## src/rtl/ofdm_time_sync_stream.sv

```systemverilog
// Streaming OFDM timing synchroniser.
// Tracks a running cyclic-prefix autocorrelation P and window energy E per
// accepted sample. It finds the sync-symbol boundary by a peak search over one
// CP-length window, then emits the CP-stripped bodies of NUM_SYM data symbols.
// Ports:
//   clk, rst        clock, asynchronous active-high reset
//   restart         synchronous abort back to search (beats in_valid)
//   in_valid/data   input sample stream (gaps allowed)
//   out_valid/data  CP-stripped samples, 2 cycles after the accepting edge
//   out_sos/sof/eof symbol / frame framing flags (0 when out_valid=0)
//   sym_idx         symbol number of the current output sample
//   sync_locked     high from the peak decision to the end of the frame
module ofdm_time_sync_stream #(
    parameter int unsigned DATA_W     = 8,
    parameter int unsigned FFT_N      = 64,
    parameter int unsigned CP_LEN     = 16,
    parameter int unsigned NUM_SYM    = 8,
    parameter int unsigned THRESH     = 12,
    parameter int unsigned MIN_ENERGY = 256
) (
    input  logic                       clk,
    input  logic                       rst,
    input  logic                       restart,
    input  logic                       in_valid,
    input  logic signed [DATA_W-1:0]   in_data,
    output logic                       out_valid,
    output logic signed [DATA_W-1:0]   out_data,
    output logic                       out_sos,
    output logic                       out_sof,
    output logic                       out_eof,
    output logic [$clog2(NUM_SYM)-1:0] sym_idx,
    output logic                       sync_locked
);
    localparam int unsigned PROD_W = 2 * DATA_W;
    localparam int unsigned ACC_W  = 2 * DATA_W + $clog2(CP_LEN) + 1;
    localparam int unsigned CMP_W  = ACC_W + 6;
    localparam int unsigned ADDR_W = $clog2(FFT_N);
    localparam int unsigned CPA_W  = $clog2(CP_LEN);
    localparam int unsigned CNT_W  = $clog2(FFT_N + CP_LEN);
    localparam int unsigned SYM_W  = $clog2(NUM_SYM);
    localparam int unsigned WARM   = FFT_N + CP_LEN - 1;

    typedef enum logic [1:0] {S_SEARCH, S_PEAK, S_SKIP, S_OUT} state_t;

    // Delay lines: raw samples (FFT_N deep) and per-sample terms (CP_LEN deep)
    logic signed [DATA_W-1:0] x_ram [FFT_N];
    logic signed [PROD_W-1:0] c_ram [CP_LEN];
    logic        [PROD_W-1:0] e_ram [CP_LEN];

    logic        [ADDR_W-1:0] wptr;
    logic        [CNT_W-1:0]  warm_cnt;
    logic signed [ACC_W-1:0]  p_acc;
    logic        [ACC_W-1:0]  e_acc;
    logic                     v1, w1;
    logic signed [DATA_W-1:0] d1;
    logic                     v2, det2;
    logic signed [DATA_W-1:0] d2;
    logic signed [ACC_W-1:0]  p2;

    state_t                   state;
    logic signed [ACC_W-1:0]  peak;
    logic        [CPA_W:0]    off;
    logic        [CPA_W-1:0]  pk_cnt;
    logic        [CPA_W:0]    skip_left;
    logic        [CNT_W-1:0]  cnt;
    logic        [SYM_W-1:0]  sym;

    logic        [CPA_W-1:0]  cp_idx_c;
    logic signed [DATA_W-1:0] x_old_c;
    logic signed [PROD_W-1:0] c_new_c, c_old_c, sq_c;
    logic        [PROD_W-1:0] e_new_c, e_old_c;
    logic signed [ACC_W-1:0]  p_next_c;
    logic        [ACC_W-1:0]  e_next_c;
    logic signed [CMP_W-1:0]  lhs_c, rhs_c;
    logic                     det_c, upd_c;
    logic        [CPA_W:0]    off_n_c;

    // Running-sum update; history reads are forced to 0 until they have been written since (re)start
    always_comb begin
        cp_idx_c = wptr[CPA_W-1:0];
        x_old_c  = (warm_cnt >= CNT_W'(FFT_N)) ? x_ram[wptr] : '0;
        c_old_c  = (warm_cnt >= CNT_W'(CP_LEN)) ? c_ram[cp_idx_c] : '0;
        e_old_c  = (warm_cnt >= CNT_W'(CP_LEN)) ? e_ram[cp_idx_c] : '0;
        c_new_c  = in_data * x_old_c;
        sq_c     = in_data * in_data;
        e_new_c  = $unsigned(sq_c);
        p_next_c = p_acc + ACC_W'(c_new_c) - ACC_W'(c_old_c);
        e_next_c = e_acc + ACC_W'(e_new_c) - ACC_W'(e_old_c);
    end

    // Ratio test 16*P >= THRESH*E done with shifts and a constant multiply
    always_comb begin
        lhs_c = CMP_W'(p_acc) <<< 4;
        rhs_c = $signed(CMP_W'(e_acc)) * $signed(CMP_W'(THRESH));
        det_c = w1 && !p_acc[ACC_W-1] && (p_acc != '0) && (lhs_c >= rhs_c)
                && (e_acc >= ACC_W'(MIN_ENERGY));
    end

    // Peak tracking: strict compare keeps the earliest index on ties
    always_comb begin
        upd_c   = (p2 > peak);
        off_n_c = upd_c ? '0 : off + (CPA_W+1)'(1);
    end

    always_ff @(posedge clk) begin
        if (in_valid && !restart) begin
            x_ram[wptr]     <= in_data;
            c_ram[cp_idx_c] <= c_new_c;
            e_ram[cp_idx_c] <= e_new_c;
        end
    end

    // Stage 1: accept sample, update P/E
    always_ff @(posedge clk or posedge rst) begin
        if (rst) begin
            p_acc <= '0; e_acc <= '0; wptr <= '0; warm_cnt <= '0;
            v1 <= 1'b0; w1 <= 1'b0; d1 <= '0;
        end else if (restart) begin
            p_acc <= '0; e_acc <= '0; wptr <= '0; warm_cnt <= '0;
            v1 <= 1'b0; w1 <= 1'b0;
        end else if (in_valid) begin
            p_acc    <= p_next_c;
            e_acc    <= e_next_c;
            wptr     <= wptr + ADDR_W'(1);
            warm_cnt <= (warm_cnt == CNT_W'(WARM)) ? warm_cnt : warm_cnt + CNT_W'(1);
            w1       <= (warm_cnt == CNT_W'(WARM));
            v1       <= 1'b1;
            d1       <= in_data;
        end else begin
            v1 <= 1'b0;
        end
    end

    // Stage 2: register detect decision alongside the sample and its P
    always_ff @(posedge clk or posedge rst) begin
        if (rst) begin
            v2 <= 1'b0; det2 <= 1'b0; d2 <= '0; p2 <= '0;
        end else if (restart) begin
            v2 <= 1'b0; det2 <= 1'b0;
        end else begin
            v2 <= v1;
            if (v1) begin
                d2   <= d1;
                p2   <= p_acc;
                det2 <= det_c;
            end
        end
    end

    // Stage 3: frame FSM and registered outputs
    always_ff @(posedge clk or posedge rst) begin
        if (rst) begin
            state <= S_SEARCH; peak <= '0; off <= '0; pk_cnt <= '0;
            skip_left <= '0; cnt <= '0; sym <= '0;
            out_valid <= 1'b0; out_data <= '0; out_sos <= 1'b0; out_sof <= 1'b0;
            out_eof <= 1'b0; sym_idx <= '0; sync_locked <= 1'b0;
        end else begin
            out_valid <= 1'b0;
            out_sos   <= 1'b0;
            out_sof   <= 1'b0;
            out_eof   <= 1'b0;
            if (restart) begin
                state       <= S_SEARCH;
                sync_locked <= 1'b0;
            end else if (v2) begin
                case (state)
                    S_SEARCH: begin
                        if (det2) begin
                            state  <= S_PEAK;
                            peak   <= p2;
                            off    <= '0;
                            pk_cnt <= CPA_W'(1);
                        end
                    end
                    S_PEAK: begin
                        if (upd_c) peak <= p2;
                        off <= off_n_c;
                        if (pk_cnt == CPA_W'(CP_LEN - 1)) begin
                            sync_locked <= 1'b1;
                            state       <= S_SKIP;
                            // samples still to drop through n_p+CP_LEN
                            skip_left   <= (CPA_W+1)'(CP_LEN) - off_n_c;
                        end else begin
                            pk_cnt <= pk_cnt + CPA_W'(1);
                        end
                    end
                    S_SKIP: begin
                        if (skip_left <= (CPA_W+1)'(1)) begin
                            state <= S_OUT;
                            cnt   <= '0;
                            sym   <= '0;
                        end else begin
                            skip_left <= skip_left - (CPA_W+1)'(1);
                        end
                    end
                    S_OUT: begin
                        if (cnt < CNT_W'(FFT_N)) begin
                            out_valid <= 1'b1;
                            out_data  <= d2;
                            sym_idx   <= sym;
                            out_sos   <= (cnt == '0);
                            out_sof   <= (cnt == '0) && (sym == '0);
                            if ((cnt == CNT_W'(FFT_N - 1)) && (sym == SYM_W'(NUM_SYM - 1))) begin
                                out_eof     <= 1'b1;
                                sync_locked <= 1'b0;
                                state       <= S_SEARCH;
                            end
                        end
                        if (cnt == CNT_W'(FFT_N + CP_LEN - 1)) begin
                            cnt <= '0;
                            sym <= sym + SYM_W'(1);
                        end else begin
                            cnt <= cnt + CNT_W'(1);
                        end
                    end
                    default: state <= S_SEARCH;
                endcase
            end
        end
    end
endmodule

```

## config.mk

```make
export PLATFORM = sky130hd
export DESIGN_NAME = ofdm_time_sync_stream
export DESIGN_NICKNAME = d
export VERILOG_FILES = /design/src/rtl/ofdm_time_sync_stream.sv
export SDC_FILE = /design/constraint.sdc
export NUM_CORES = 2
export LEC_CHECK = 0
export ABC_AREA = 1
export ABC_CLOCK_PERIOD_IN_PS = 7800
export CORE_MARGIN = 2
export CORE_UTILIZATION = 35
export DETAILED_ROUTE_END_ITERATION = 16
export SYNTH_ARGS = -nofsm -noshare
export SYNTH_HDL_FRONTEND = slang
export SYNTH_SLANG_ARGS = --single-unit
```

## constraint.sdc

```tcl
create_clock -name clk -period 7.8 [get_ports clk]
set_clock_uncertainty 0.1 [all_clocks]
set_input_delay 1.56 -clock clk [delete_from_list [all_inputs] [get_ports clk]]
set_output_delay 1.56 -clock clk [all_outputs]
set_load 0.01 [all_outputs]
```

==> summary.md <==
| Metric | Value |
|---|---|
| Status | `completed` |
| Core Region | `154000 µm²` |
| Slowest stage delay, CP | `540 ps` |
| Largest net degree at the start of global routing | `89` |
| Internal | `13.4 mW` |
| Placed insts | `6864` |
| Post-layout util | `0.420` |
| IO Pins | `28` |
| Synth-to-Final Area Change | `19.5%` |
| Worst setup EP type | `flip-flop` |
| Family with the most delay on the worst path | `adder cells` |
| FF+latch count, synth | `1167` |
| Syn nets | `4890` |
| # diodes | `0` |
| Sequential-to-total area share from yosys stat | `0.634` |
| Setup TNS Final | `0 ps` |
| Measured slew at the worst slew-check pin | `1140 ps` |
| Area of the mapped netlist | `54000 µm²` |
| Sw Share | `0.334` |
| 1st-iter DRT viols | `3829` |
| Clock transition at path regs | `60 ps` |
| Period utilisation layout | `0.999` |
| Critical path buffers and inverters | `11` |
| P per Cell Area | `311 nW/µm²` |
| First-pass GRT wire length | `233000 µm` |
| Post-synth EDFFs | `1008` |
| Endpoints failing setup | `0` |
| Clock power share | `0.266` |
| NetSw | `6.71 mW` |
| Gr usage total | `0.196` |
| Async S/R FF share, synth | `0.136` |
| Minimum clock period after layout | `7790 ps` |
| Clock Path Buffers | `3` |
| Routed WL per cell | `22.2 µm` |
| Initial DRT Pass Iterations | `6` |
| Nets | `5319` |
| H-Tree Depth | `3` |
| Clock root cell | `clkbuf_16` |
| Worst-path fanout max | `7` |
| Die Area | `158000 µm²` |
| Port Buffers | `27` |
| Vias in the first global route | `36400` |
| Cells after synthesis | `4545` |
| Final HPWL DP | `103000 µm` |
| Logic gate share of total power | `0.346` |
| Worst vdd ir | `0.488 mV` |
| RSZ-0062 raised after global routing | `yes` |
| Syn_area_per_cell | `11.9 µm²` |
| Via count | `37200` |
| Number of clock sinks | `1167` |
| Commonest non-fill, non-tap cell in the layout | `edfxtp_1` |
| Design area | `64600 µm²` |
| Syn. warnings | `0` |
| Antenna viol nets, final | `0` |
| Critical Path Start Type | `flip-flop` |
| DR vias/cell | `5.23` |
| CTS Hold Bufs | `0` |
| Routed wire length | `158000 µm` |
| Row count | `144` |
| Total gr overflow | `0` |
| Worst endpoint required time | `8310 ps` |
| Antenna violations before repair | `4` |
| Leak | `25.0 nW` |
| RePlAce Congestion | `0.874` |
| CTS buffer count | `115` |
| TritonCTS clock tree | `done` |
| Worst Path Arrival | `8310 ps` |
| Slew HR | `0.235` |
| Crit-path most repeated cell | `fa_1` |
| Top FF cell, synth | `edfxtp_1` |
| Die width | `397 µm` |
| Die Y | `397 µm` |
| Slowest cell on the critical path | `fa_1` |
| Initial Util | `0.352` |
| Max_cap viols | `0` |
| Post-DP Area | `59600 µm²` |
| Seq pwr share | `0.389` |
| Worst-Skew Late Latency | `750 ps` |
| Unique cell type count in the Yosys netlist | `60` |
| Share of cells above drive strength 1 | `0.159` |
| WS Path Type | `reg -> reg` |
| Fmax | `0.128 GHz` |
| Final Hold Violating Endpoints | `0` |
| Final Non-Filler Cells | `7107` |
| Count of final max-slew check failures | `0` |
| Hold WC Path Type | `reg -> reg` |
| # DRC | `0` |
| Commonest cells after routing, fill and taps aside | `edfxtp_1 (1008), nand2_1 (868), inv_1 (496)` |
[path summary, 6_finish.rpt]
check	startpoint	to	slack (ps)	cells past startpoint
min reg2reg	out_data[1]$_DFFE_PP0P_	out_data[1]$_DFFE_PP0P_	380	2
max in group asynchronous	rst	d2[6]$_DFFE_PP0P_	4850	3
max reg2reg	wptr[1]$_DFFE_PP0P_	p_acc[19]$_DFFE_PP0P_	7	40
max	wptr[1]$_DFFE_PP0P_	p_acc[19]$_DFFE_PP0P_	7	40
min in group asynchronous	rst	out_eof$_DFF_PP0_	1270	2
min	out_data[1]$_DFFE_PP0P_	out_data[1]$_DFFE_PP0P_	380	2
[through the flow]
step / total power [mW] / setup slack (ps) / hold slack [ps]
after CTS: 20.0 / 0.113 / 384
after floorplan: 11.8 / 41.6 / 342
after global routing: 21.3 / -389 / 409
after detailed placement: 14.7 / -559 / 372
final: 20.1 / 6.74 / 383
after global placement: 14.5 / -461 / 372
[worst reg2reg max path: cells and delay by family, from the launching register on]
kind,cells,cell delay (ps)
and+or+nand+nor,11,1160
DFF,1,470
adders and majority gates,7,3070
xor gates and xnor gates,1,220
AOI/OAI and AO/OA,10,1540
buffers and inverters,11,1100
[power groups by stage]
stage	Sequential [mW]	Combinational (mW)	Clock (mW)
after global placement	7.93	6.61	0
after floorplan	7.90	3.88	0
after CTS	7.81	6.81	5.42
after detailed placement	7.94	6.72	0
after global routing	7.84	7.80	5.67
final	7.81	6.95	5.34
[Yosys cell counts, types with 5 or more instances]
master | number | share of area
a211oi_1 | 8 | 0.0011
a21o_1 | 9 | 0.0013
a21oi_1 | 203 | 0.019
a221oi_1 | 97 | 0.016
a22o_1 | 44 | 0.0071
a22oi_1 | 97 | 0.013
a31oi_1 | 12 | 0.0014
and3_1 | 6 | 0.00069
buf_2 | 81 | 0.0075
buf_4 | 15 | 0.0021
buf_6 | 5 | 0.0010
clkbuf_1 | 50 | 0.0035
dfrtp_1 | 159 | 0.074
edfxtp_1 | 1008 | 0.56
fa_1 | 139 | 0.051
ha_1 | 194 | 0.045
inv_1 | 513 | 0.036
inv_2 | 9 | 0.00063
nand2_1 | 899 | 0.062
nand2_2 | 5 | 0.00058
nand3_1 | 111 | 0.010
nand4_1 | 115 | 0.013
nor2_1 | 325 | 0.023
nor3_1 | 22 | 0.0020
nor4_1 | 7 | 0.00081
o2111ai_1 | 15 | 0.0024
o211ai_1 | 17 | 0.0024
o21ai_0 | 227 | 0.021
o21bai_1 | 8 | 0.0011
o221ai_1 | 9 | 0.0015
o22ai_1 | 13 | 0.0015
o31ai_1 | 7 | 0.00097
or2_2 | 8 | 0.00093
xnor2_1 | 21 | 0.0034
xor2_1 | 38 | 0.0062
[cell type report]
cell class,count,area (µm²)
inverters,527,2040
well taps,2044,2560
flip-flops and latches,1167,34300
multi-input cells,2696,18000
repair buffers,465,4150
clock buffers,147,3080
repair inverters,2,17.5
fillers,14200,89100
clock inverters,59,472
[logic make-up after synthesis]
| kind of cell | count (synthesis) | share of synthesized area |
|---|---|---|
| xor+xnor | 59 | 0.00956 |
| buf+inv | 682 | 0.0510 |
| fa+ha+maj | 333 | 0.0964 |
| other cells | 1 | 0.0000694 |
| simple gates | 1514 | 0.116 |
| flops | 1167 | 0.634 |
| compound gates | 789 | 0.0932 |
[layer usage]
| layer | GRT usage | wire (µm) | up-vias |
|---|---|---|---|
| met5 | 0 | 20 | - |
| met4 | 0.0573 | 4640 | 4 |
| met1 | 0.272 | 67500 | 18600 |
| met3 | 0.0328 | 12300 | 302 |
| li1 | - | - | 16900 |
| met2 | 0.317 | 73600 | 1439 |
[flip-flops by register name, indices dropped and copies added, names as in the netlist, 8 cells and up]
name / flops
d1: 8
e_acc: 21
d2: 8
p_acc: 21
peak: 21
c_ram: 256
x_ram: 512
e_ram: 240
p2: 21
out_data: 8
[repair_timing]
| action | in CTS | in global routing |
|---|---|---|
| gates resized for setup | 88 | 149 |
| endpoints found under the setup margin | 12 | 11 |
| setup buffers | 12 | 16 |
| gates cloned | 3 | 7 |
| pin swaps | 20 | 64 |
(Power assumes the default switching activity.)
